==> config.mk <==
export PLATFORM = sky130hd
export DESIGN_NAME = mult_share_arbiter_flat
export DESIGN_NICKNAME = d
export VERILOG_FILES = /design/src/rtl/mult_share_arbiter_if.sv /design/src/rtl/mult_share_arbiter.sv /design/src/flat_wrapper.sv
export SDC_FILE = /design/constraint.sdc
export NUM_CORES = 1
export LEC_CHECK = 0
export ABC_AREA = 0
export BUFFER_PORTS_ARGS = -buffer_cell sky130_fd_sc_hd__buf_2
export CAP_MARGIN = 20
export CORE_ASPECT_RATIO = 0.75
export CORE_MARGIN = 5
export CORE_UTILIZATION = 43
export CTS_CLUSTER_DIAMETER = 50
export DETAILED_ROUTE_END_ITERATION = 8
export PLACE_DENSITY = 0.8
export SYNTH_ARGS = -nofsm -noshare
export SYNTH_HDL_FRONTEND = slang
export SYNTH_SLANG_ARGS = --single-unit
==> constraint.sdc <==
create_clock -name clk_i -period 1.9 [get_ports clk_i]
set_clock_uncertainty 0.05 [all_clocks]
set_input_delay 0.095 -clock clk_i [delete_from_list [all_inputs] [get_ports clk_i]]
set_output_delay 0.095 -clock clk_i [all_outputs]
set_load 0.005 [all_outputs]
==> src/rtl/mult_share_arbiter_if.sv <==
// Requester and multiplier bundle of the shared-multiplier arbiter.
// The arbiter connects through the slave modport; the requester/multiplier side uses master.
interface mult_share_arbiter_if #(
  parameter int unsigned NREQ = 4,
  parameter int unsigned AW   = 14,
  parameter int unsigned BW   = 14,
  parameter int unsigned PW   = 14
);
  logic [NREQ-1:0]        req_valid;
  logic [NREQ-1:0]        req_ready;
  logic [NREQ*AW-1:0]     req_a;
  logic [NREQ*BW-1:0]     req_b;
  logic signed [AW-1:0]   mult_a;
  logic signed [BW-1:0]   mult_b;
  logic signed [PW-1:0]   mult_p;
  logic [NREQ-1:0]        res_valid;
  logic signed [PW-1:0]   res_data;

  modport master (
    output req_valid, req_a, req_b, mult_p,
    input  req_ready, mult_a, mult_b, res_valid, res_data
  );

  modport slave (
    input  req_valid, req_a, req_b, mult_p,
    output req_ready, mult_a, mult_b, res_valid, res_data
  );
endinterface

==> src/rtl/mult_share_arbiter.sv <==
// Round-robin sharing of one pipelined multiplier among NREQ requesters; results routed back by tag.
// Optional grant counter enabled by defining MULT_SHARE_STATS_EN.
module mult_share_arbiter #(
  parameter int unsigned NREQ     = 4,
  parameter int unsigned AW       = 14,
  parameter int unsigned BW       = 14,
  parameter int unsigned PW       = 14,
  parameter int unsigned MULT_LAT = 3
) (
  input  logic                 clk_i,
  input  logic                 rstn_i,
  input  logic                 enable_i,
  mult_share_arbiter_if.slave  bus,
  output logic                 busy_o,
  input  logic                 clr_stats_i,
  output logic [31:0]          grant_cnt_o
);
  localparam int unsigned IdxW = (NREQ > 1) ? $clog2(NREQ) : 1;

  logic [IdxW-1:0]      ptr_q;
  logic [IdxW-1:0]      cand;
  logic [IdxW-1:0]      gnt_idx;
  logic                 gnt_any;
  logic [NREQ-1:0]      rdy;
  logic signed [AW-1:0] mult_a_q;
  logic signed [BW-1:0] mult_b_q;
  logic [MULT_LAT:0]    tag_v_q;
  logic [IdxW-1:0]      tag_idx_q [MULT_LAT+1];
  logic [NREQ-1:0]      res_valid_q;
  logic signed [PW-1:0] res_data_q;

  // Search starts just past the last winner so every requester is reached within NREQ grants.
  always_comb begin
    gnt_any = 1'b0;
    gnt_idx = ptr_q;
    cand    = '0;
    for (int unsigned k = 1; k <= NREQ; k++) begin
      cand = IdxW'((32'(ptr_q) + k) % NREQ);
      if (!gnt_any && bus.req_valid[cand]) begin
        gnt_any = 1'b1;
        gnt_idx = cand;
      end
    end
    if (!(rstn_i && enable_i)) gnt_any = 1'b0;
    rdy = gnt_any ? (NREQ'(1) << gnt_idx) : '0;
  end

  always_ff @(posedge clk_i) begin
    if (!rstn_i) begin
      ptr_q       <= IdxW'(NREQ - 1);
      mult_a_q    <= '0;
      mult_b_q    <= '0;
      tag_v_q     <= '0;
      res_valid_q <= '0;
      res_data_q  <= '0;
      for (int unsigned s = 0; s <= MULT_LAT; s++) tag_idx_q[s] <= '0;
    end else begin
      if (gnt_any) begin
        ptr_q    <= gnt_idx;
        mult_a_q <= bus.req_a[int'(gnt_idx)*AW +: AW];
        mult_b_q <= bus.req_b[int'(gnt_idx)*BW +: BW];
      end
      // Tag stage MULT_LAT lines up with the product of the operands loaded on that grant.
      tag_v_q      <= {tag_v_q[MULT_LAT-1:0], gnt_any};
      tag_idx_q[0] <= gnt_idx;
      for (int unsigned s = 1; s <= MULT_LAT; s++) tag_idx_q[s] <= tag_idx_q[s-1];
      res_valid_q <= '0;
      if (tag_v_q[MULT_LAT]) begin
        res_valid_q <= NREQ'(1) << tag_idx_q[MULT_LAT];
        res_data_q  <= bus.mult_p;
      end
    end
  end

  assign bus.req_ready = rdy;
  assign bus.mult_a    = mult_a_q;
  assign bus.mult_b    = mult_b_q;
  assign bus.res_valid = res_valid_q;
  assign bus.res_data  = res_data_q;
  assign busy_o        = (|tag_v_q) | (|res_valid_q);

`ifdef MULT_SHARE_STATS_EN
  logic [31:0] grant_cnt_q;

  // Clear has priority over a grant in the same cycle; counter sticks at all-ones.
  always_ff @(posedge clk_i) begin
    if (!rstn_i) begin
      grant_cnt_q <= '0;
    end else if (clr_stats_i) begin
      grant_cnt_q <= '0;
    end else if (gnt_any && (grant_cnt_q != 32'hFFFF_FFFF)) begin
      grant_cnt_q <= grant_cnt_q + 32'd1;
    end
  end

  assign grant_cnt_o = grant_cnt_q;
`else
  logic unused_clr_stats;

  assign unused_clr_stats = clr_stats_i;
  assign grant_cnt_o      = '0;
`endif
endmodule
==> src/flat_wrapper.sv <==
// flat-port wrapper written by rule: the top's interface ports become plain ports
module mult_share_arbiter_flat 
#(
  parameter int unsigned NREQ     = 4,
  parameter int unsigned AW       = 14,
  parameter int unsigned BW       = 14,
  parameter int unsigned PW       = 14,
  parameter int unsigned MULT_LAT = 3
)
  (clk_i, rstn_i, enable_i, busy_o, clr_stats_i, grant_cnt_o, bus_req_valid, bus_req_a, bus_req_b, bus_mult_p, bus_req_ready, bus_mult_a, bus_mult_b, bus_res_valid, bus_res_data);
  mult_share_arbiter_if #(.NREQ(NREQ), .AW(AW), .BW(BW), .PW(PW)) bus_i ();
  input  logic clk_i;
  input  logic rstn_i;
  input  logic enable_i;
  output logic busy_o;
  input  logic clr_stats_i;
  output logic [31:0] grant_cnt_o;
  input wire logic [$bits(bus_i.req_valid)-1:0] bus_req_valid;
  input wire logic [$bits(bus_i.req_a)-1:0] bus_req_a;
  input wire logic [$bits(bus_i.req_b)-1:0] bus_req_b;
  input wire logic [$bits(bus_i.mult_p)-1:0] bus_mult_p;
  output wire logic [$bits(bus_i.req_ready)-1:0] bus_req_ready;
  output wire logic [$bits(bus_i.mult_a)-1:0] bus_mult_a;
  output wire logic [$bits(bus_i.mult_b)-1:0] bus_mult_b;
  output wire logic [$bits(bus_i.res_valid)-1:0] bus_res_valid;
  output wire logic [$bits(bus_i.res_data)-1:0] bus_res_data;
  assign bus_i.req_valid = bus_req_valid;
  assign bus_i.req_a = bus_req_a;
  assign bus_i.req_b = bus_req_b;
  assign bus_i.mult_p = bus_mult_p;
  assign bus_req_ready = bus_i.req_ready;
  assign bus_mult_a = bus_i.mult_a;
  assign bus_mult_b = bus_i.mult_b;
  assign bus_res_valid = bus_i.res_valid;
  assign bus_res_data = bus_i.res_data;
  mult_share_arbiter #(.NREQ(NREQ), .AW(AW), .BW(BW), .PW(PW), .MULT_LAT(MULT_LAT)) u_core (.clk_i(clk_i), .rstn_i(rstn_i), .enable_i(enable_i), .bus(bus_i), .busy_o(busy_o), .clr_stats_i(clr_stats_i), .grant_cnt_o(grant_cnt_o));
endmodule
==> qor.csv, run 1 <==
metric;value;unit
HPWL Detailed;8106;um
IO Port Bufs;183;
first-pass GRT wire length;17330;um
critical path type;reg2out;
share of flip-flops with an asynchronous set or reset;0;%
grt ovf;0;
Final Util;64.05;%
CP max FO;8;
GRT Total Usage;21.37;%
Die Ht;87.63;um
VDD IR max;0.0003679;V
RSZ-0062 raised after global routing;true;
number of synthesized register bits;60;
DR iter-0 viols;140;
Layout area overhead;45.49;%
mean post-synth cell area;7.997;um2
IO Pins;217;
layout cells sized above 1;40.06;%
initial antenna violation count;1;
pre-CTS setup slack;-217.0;ps
worst slew pin tran;621.8;ps
TritonCTS clock tree;built;
post-layout instance area;5026;um2
Worst EP arrival;1760;ps
CTS Sinks;60;
failing checks;setup timing;
leading area contributor after synthesis;dfxtp_1;
clk buf depth;2;
Area contributors post-synth;dfxtp_1 35%, mux2i_1 12%, buf_4 7.2%, nand2_1 6.4%, a31oi_1 5.3%;
cell with the most instances after synthesis;dfxtp_1;
largest net degree at the start of global routing;38;
R2R setup slack;50;ps
register area;1206;um2
post-synthesis sequential area ratio;34.77;%
number of max-cap violations;0;
share of the synthesized area in the top cell type;34.77;%
Top FF cell, synth;dfxtp_1;
Distinct cells, synth;32;
Nets;773;
cell area after synthesis;3455;um2
hold slack;20.86;ps
number of fill cells;667;
H-tree depth;3;
vias in the first global route;3712;
vias;3692;
fin worst setup slack;-2.788;ps
clock root cell;clkbuf_8;
Mapped Cells;432;
later-pin clock latency in the skew report;320;ps
antenna cells;0;
Power Total;3.651;mW
status;complete, but fails checks;
clock slew at reported path FFs;70;ps
full die area;9945;um2
DP Area;4352;um2
Yosys warnings;0;
Pre-antenna DRT Iters;5;
Post-Route WL;11360;um
Wirelength per Cell;15.17;um
Starting Density;44.02;%
startpoint types;register;
Final Cycle Share;100.1;%
Crit path required time;1750;ps
Final Max Slew Viols;0;
number of flops mapped to enable cells by yosys;0;
Multi-input gate area;1891;um2
min Tclk post-route;1903;ps
Final setup viols;1;
worst hold-check path type;in2reg;
Post-DRT Antenna Nets;0;
Max Freq;525.5;MHz
most frequent cells after synthesis;60 x dfxtp_1, 59 x nand2_1, 43 x mux2i_1, 33 x buf_4, 33 x nor3_1;
# rows;28;
routed vias/inst;4.929;
pwr/cell area;726.4;nW/um2
critical path endpoint category;output pin;
placer congestion estimate;0.8930;
Slew headroom;58.45;%
die width;113.5;um
number of remaining DRC errors;0;
final hold violations;0;
core area;7848;um2
leakage;2.578;nW
CTS buffer count;9;
worst paths after layout:
path                     startpoint                      to  depth (start not counted)
min                   bus_req_a[55]   u_core.bus.mult_a[13]                          3
max                 u_core.ptr_q[1]        bus_req_ready[1]                          6
min reg2reg  u_core.tag_idx_q[1][1]  u_core.tag_idx_q[2][1]                          1
max reg2reg         u_core.ptr_q[1]    u_core.bus.mult_a[7]                          6
critical path, cell delays in order (launching register included):
cell	delay, ps
dfxtp_4	370
mux2i_2	160
or2_4	260
and3_4	210
buf_12	130
nor3_4	160
buf_2	140
kinds of logic (layout without fill, tap and decap cells):
family,after synthesis,count (layout),synth area share (%)
simple gates,137,137,19.30
compound gates,91,91,17.06
buf+inv,100,281,16.30
other cells,1,32,0.1086
mux,43,43,12.46
flops,60,60,34.77
power breakdown:
| part | internal (mW) | total [mW] | switching, mW |
|---|---|---|---|
| clock | 0.741 | 1.25 | 0.508 |
| combinational | 0.522 | 0.995 | 0.473 |
| sequential | 1.35 | 1.41 | 0.0531 |
| total | 2.62 | 3.65 | 1.03 |
flip-flops by register name, summed over array words and instances (netlist names):
register	flops
u_core.bus.res_valid	4
u_core.bus.mult_b	14
u_core.bus.mult_a	14
u_core.ptr_q	2
u_core.tag_idx_q	8
u_core.bus.res_data	14
u_core.tag_v_q	4
routing by layer:
layer	routed length, um	vias to the layer above	global-route usage, %
met5	7	-	0
met4	77	2	4.476
met3	1074	10	6.561
met2	5804	180	39.66
met1	4398	1669	24.40
li1	-	1831	-
stage by stage:
step,std cells,setup TNS [ps]
final,749,-2.788
after CTS,735,-261.5
after global routing,749,-314.1
after global placement,702,-1210
after detailed placement,702,-3743
after floorplan,463,0
cell type report:
class / instances / area share, %
clock buffers: 10 / 2.539
clock inverters: 6 / 1.743
inverters: 32 / 2.390
multi-input cells: 303 / 37.62
flip-flops and latches: 60 / 24.00
well taps: 105 / 2.614
repair buffers: 233 / 29.10
placed cells by master (no fill, tap or decap), drive strengths merged:
cell type      n
bufinv         2
nand2         59
inv           33
bufbuf         1
nand2b         1
dfxtp         60
a21o           1
clkbuf        10
buf          218
clkinv         3
conb          32
nor3          33
mux2i         43
nor2           6
or2            1
nor4           2
nand3b         2
and3           1
a31oi         29
o21ai         29
o21a           1
and2          11
o211ai        28
or4            1
nand3          3
nor2b         17
a21boi         1
a21oi          2
dlygate4sd3   14
what timing repair did:
item | 4_1_cts | 5_1_grt
gates cloned | 1 | 0
buffers inserted | 2 | 14
endpoints found under the hold margin | 14 | 0
pin swaps | 2 | 4
gates resized for setup | 14 | 23
setup endpoints to repair | 32 | 17
hold buffers | 14 | 0
No activity file was read; power rests on OpenSTA's default activity.
==> run 2: changes to the inputs <==
- ABC_AREA: 0 -> 1
- CORE_UTILIZATION: 43 -> 47
- PLACE_DENSITY: 0.8 -> 0.81
==> qor.csv, run 2 <==
metric;value;unit
most common cell after layout, fill and taps aside;buf_2;
number of fill cells;578;
hold slack;118.6;ps
startpoint types;register;
number of remaining DRC errors;0;
first-pass GRT wire length;24870;um
IO Pins;217;
vias in the first global route;5093;
Layout area overhead;62.26;%
Inst Count DP;988;
most frequent cells in the layout;183 x buf_2, 130 x inv_1, 128 x nand2_1;
critical path type;reg2out;
worst slew pin tran;559.3;ps
routed vias/inst;5.194;
clock slew at reported path FFs;60;ps
register area;1209;um2
layout cells sized above 1;45.85;%
most used cell, CP;nand2_2;
number of synthesized register bits;60;
placer congestion estimate;0.8291;
Final setup viols;32;
CP cell instances;buf_8 -> nand2_2 -> nand3_2 -> nand2_2 -> nor3_2 -> o21ai_1 -> nand3_1 -> inv_2 -> buf_6 -> nand2_4 -> nor2_4 -> buf_2;
DR iter-0 viols;517;
GRT Total Usage;27.81;%
CTS buffer count;9;
share of flip-flops with an asynchronous set or reset;0;%
Post-DRT Antenna Nets;0;
cell with the most instances after synthesis;nand2_1;
Wirelength per Cell;17.62;um
HPWL Detailed;10030;um
full die area;11320;um2
Top FF cell, synth;dfxtp_1;
RSZ-0062 raised after global routing;true;
fin worst setup slack;-209.0;ps
grt ovf;0;
failing checks;setup timing;
hold path depth;7;
number of max-cap violations;0;
DP Area;5428;um2
TritonCTS clock tree;built;
largest net degree at the start of global routing;27;
Pre-antenna DRT Iters;6;
Die Ht;93.41;um
Starting Density;48.19;%
leading area contributor after synthesis;dfxtp_1;
pwr/cell area;2348;nW/um2
core area;9046;um2
H-tree depth;3;
Max Freq;474.2;MHz
antenna cells;0;
final hold violations;0;
Yosys warnings;0;
# rows;30;
Final Max Slew Viols;0;
most frequent cells after synthesis;148 x nand2_1, 132 x inv_1, 123 x nand3_1, 60 x dfxtp_1, 36 x nor2_1;
Area contributors post-synth;dfxtp_1 28%, nand3_1 14%, nand2_1 13%, inv_1 11%, nand3_2 6.7%;
initial antenna violation count;0;
Slew headroom;62.67;%
r2r worst-path depth;14;
Worst EP arrival;1960;ps
Final Cycle Share;111.0;%
mean post-synth cell area;6.401;um2
CP max FO;6;
CTS Sinks;60;
status;complete, but fails checks;
Critical Path Max Stage Delay;370;ps
worst hold-check path type;in2reg;
Post-Route WL;18590;um
later-pin clock latency in the skew report;340;ps
critical path endpoint category;output pin;
Power Total;16.60;mW
clk buf depth;2;
cell area after synthesis;4359;um2
number of flops mapped to enable cells by yosys;0;
Non-Filler Instances;1055;
min Tclk post-route;2109;ps
share of the synthesized area in the top cell type;27.55;%
Mapped Cells;681;
Multi-input gate area;2805;um2
Crit path required time;1750;ps
slowest stage cell, crit path;dfxtp_4;
Nets;1056;
vias;5480;
IO Port Bufs;183;
Distinct cells, synth;26;
VDD IR max;0.001357;V
leakage;4.098;nW
die width;121.2;um
post-synthesis sequential area ratio;27.55;%
clock root cell;clkbuf_16;
post-layout instance area;7073;um2
Final TNS setup;-3438;ps
run 2: cell types whose count changed in the layout (fill, tap and decap cells not counted), sizes merged, moves of 4 or more:
cell | previous run | this run
nor2b | 17 | 0
nor3 | 33 | 1
mux2i | 43 | 0
a31oi | 29 | 0
nand2 | 59 | 166
buf | 218 | 254
nand3b | 2 | 28
nor2 | 6 | 37
clkbuf | 10 | 14
inv | 33 | 137
o21ai | 29 | 17
and2 | 11 | 0
nand3 | 3 | 153
o211ai | 28 | 0
run 2: layout make-up:
class	instances	area share, %
Timing Repair Buffer	272	29.42
Inverter	136	7.430
Multi-Input combinational cell	443	39.66
Sequential cell	60	17.09
Clock buffer	10	3.237
Tap cell	128	2.264
Clock inverter	6	0.9022
run 2: path summary, 6_finish.rpt:
check / endpoint / startpoint / slack (ps)
setup / recovery: bus_req_ready[3] / u_core.ptr_q[0] / -210
hold / removal: u_core.bus.mult_a[4] / bus_req_a[46] / 120
setup reg to reg: u_core.bus.mult_b[7] / u_core.ptr_q[0] / -180
hold reg to reg: u_core.tag_idx_q[2][1] / u_core.tag_idx_q[1][1] / 360
run 2: critical path: cells and delay by family (launching register included):
kind	cells	cell delay [ps]
simple gates	7	630
buf+inv	4	530
flops	1	370
compound gates	1	80
run 2: per-layer routing:
layer  GRT usage (%)  wire length [um]  vias to the layer above
met5               0                 0                        -
met4           9.049               646                        0
met3           8.404              2040                       64
met2           47.99              8993                      388
met1           33.10              6912                     2507
li1                -                 -                     2521
run 2: what timing repair did:
action,in CTS,in global routing
endpoints found under the hold margin,14,0
setup buffers,18,8
gates resized for setup,99,78
hold buffers,14,0
setup endpoints to repair,32,35
cloned,6,5
pin swaps,34,32
run 2: power breakdown:
part / leakage (nW) / total, mW / switching, mW / internal [mW]
combinational: 3.46 / 13.2 / 7.10 / 6.06
sequential: 0.495 / 1.80 / 0.215 / 1.59
clock: 0.139 / 1.65 / 0.631 / 1.02
total: 4.10 / 16.6 / 7.95 / 8.66
run 2: per-stage QoR:
stage	utilization [%]	setup slack, ps
after floorplan	-	176.9
after detailed placement	60.00	-123.4
after global placement	60.00	-65.12
final	78.19	-209.0
after global routing	78.19	-292.9
after CTS	72.30	-139.3
run 2: cell families (layout without fill, tap and decap cells):
family,count (synthesis),after routing,share of synthesized area [%]
buffers and inverters,209,424,23.74
AO/OA/AOI/OAI,21,21,2.411
other,1,32,0.08603
flip-flops,60,60,27.55
AND/OR/NAND/NOR,390,390,46.21
==> run 3: changes to the inputs <==
- CELL_PAD_IN_SITES_DETAIL_PLACEMENT: default -> 2
- CELL_PAD_IN_SITES_GLOBAL_PLACEMENT: default -> 2
- CORE_UTILIZATION: 47 -> 23
- PLACE_DENSITY: 0.81 -> 0.8
==> qor.csv, run 3 (synthesis results as in run 2) <==
metric;value;unit
status;complete, but fails checks;
layout cells sized above 1;44.61;%
number of remaining DRC errors;0;
failing checks;setup timing;
IO Port Bufs;183;
VDD IR max;0.0009260;V
Die Ht;129.2;um
Power Total;17.04;mW
worst slew pin tran;590.8;ps
min Tclk post-route;2170;ps
CP max FO;6;
full die area;21830;um2
routed vias/inst;4.506;
Starting Density;23.49;%
critical path type;reg2out;
clock root cell;clkbuf_16;
final hold violations;0;
GRT Total Usage;19.29;%
Wirelength per Cell;20.61;um
CTS buffer count;9;
hold path depth;3;
Final setup viols;33;
vias;5295;
critical path endpoint category;output pin;
Post-DRT Antenna Nets;0;
CTS Sinks;60;
number of max-cap violations;0;
HPWL Detailed;14350;um
most common cell after layout, fill and taps aside;buf_2;
TritonCTS clock tree;built;
later-pin clock latency in the skew report;350;ps
Max Freq;460.9;MHz
Worst EP arrival;2020;ps
core area;18560;um2
placer congestion estimate;0.8175;
Worst Hold Launch;rstn_i;
grt ovf;0;
RSZ-0062 raised after global routing;true;
Final Max Slew Viols;0;
clk buf depth;2;
Final Cycle Share;114.2;%
clock slew at reported path FFs;70;ps
Multi-input gate area;2818;um2
worst hold-check path type;in2reg;
die width;169.0;um
Slew headroom;60.57;%
DR iter-0 viols;190;
Nets;1057;
antenna cells;0;
fin worst setup slack;-269.7;ps
Setup crit start;u_core.ptr_q[0];
pre-CTS setup slack;-226.2;ps
leakage;4.126;nW
number of fill cells;2169;
startpoint types;register;
most frequent cells in the layout;181 x buf_2, 130 x inv_1, 127 x nand2_1;
Post-Route WL;24210;um
pwr/cell area;2337;nW/um2
FF-to-FF Start;u_core.ptr_q[0];
first-pass GRT wire length;32780;um
initial antenna violation count;2;
largest net degree at the start of global routing;32;
Final Util;39.27;%
IO Pins;217;
Crit path required time;1750;ps
# rows;43;
r2r worst-path depth;16;
H-tree depth;3;
vias in the first global route;5666;
Pre-antenna DRT Iters;4;
Layout area overhead;67.19;%
register area;1209;um2
-- run 3: changes by cell type in the layout (fill, tap and decap cells not counted), moves of 2 or more --
| cell | before | now |
|---|---|---|
| inv_4 | 2 | 0 |
| nand2_2 | 16 | 13 |
| nand2_4 | 20 | 23 |
| clkbuf_16 | 13 | 15 |
| buf_16 | 6 | 3 |
| o21ai_1 | 2 | 0 |
| nand3_2 | 92 | 73 |
| o21ai_2 | 0 | 2 |
| nand3_4 | 5 | 10 |
| buf_4 | 33 | 35 |
| buf_2 | 183 | 181 |
| nand3_1 | 56 | 70 |
| clkinv_2 | 2 | 0 |
| inv_8 | 0 | 3 |
-- run 3: final cells by class --
class	count	area share, %
Timing Repair Buffer	273	28.65
Inverter	136	7.382
Multi-Input combinational cell	443	38.66
Clock inverter	5	1.150
Sequential cell	60	16.58
Clock buffer	11	3.330
Tap cell	247	4.240
-- run 3: power by group --
group,switching [mW],internal (mW),total (mW)
registers,0.242,1.59,1.83
logic,7.41,5.92,13.3
clock network,0.688,1.19,1.88
-- run 3: critical path, stage by stage (launching register included) --
cell,delay [ps]
dfxtp_4,380
buf_8,160
nand2_4,70
nand2_4,70
nand2_4,100
nand2_8,90
o21ai_4,220
nand2_2,90
nand2_2,90
nand2_4,60
buf_12,130
nor2_1,70
buf_2,130
-- run 3: final timing paths --
path | slack (ps) | to
setup / recovery | -270 | bus_req_ready[1]
hold / removal | 40 | u_core.tag_idx_q[3][0]
setup reg to reg | -250 | u_core.bus.mult_a[4]
hold reg to reg | 390 | u_core.tag_idx_q[2][0]
-- run 3: through the flow --
stage                     std cells  cell area, um2  TNS [ps]  hold slack, ps
after floorplan                 712            4476         0           179.9
after global placement         1107            5657     -2826           269.3
after detailed placement       1107            5657     -5425           278.6
after CTS                      1161            6579     -3864           8.661
after global routing           1175            7288     -8707           53.25
final                          1175            7288     -6033           42.10
-- run 3: routing by layer --
layer / GRT usage (%) / vias up / wire length [um]
met4: 3.626 / 4 / 322
met1: 24.86 / 2589 / 10550
met3: 4.544 / 31 / 1263
met2: 33.39 / 150 / 12050
li1: - / 2521 / -
met5: 0 / - / 21
-- run 3: timing repair --
action | in CTS | in global routing
endpoints found under the hold margin | 14 | 0
hold buffers | 14 | 0
buffers inserted | 21 | 10
resized for setup | 58 | 113
cloned | 3 | 6
setup endpoints to repair | 34 | 34
pin swaps | 19 | 64
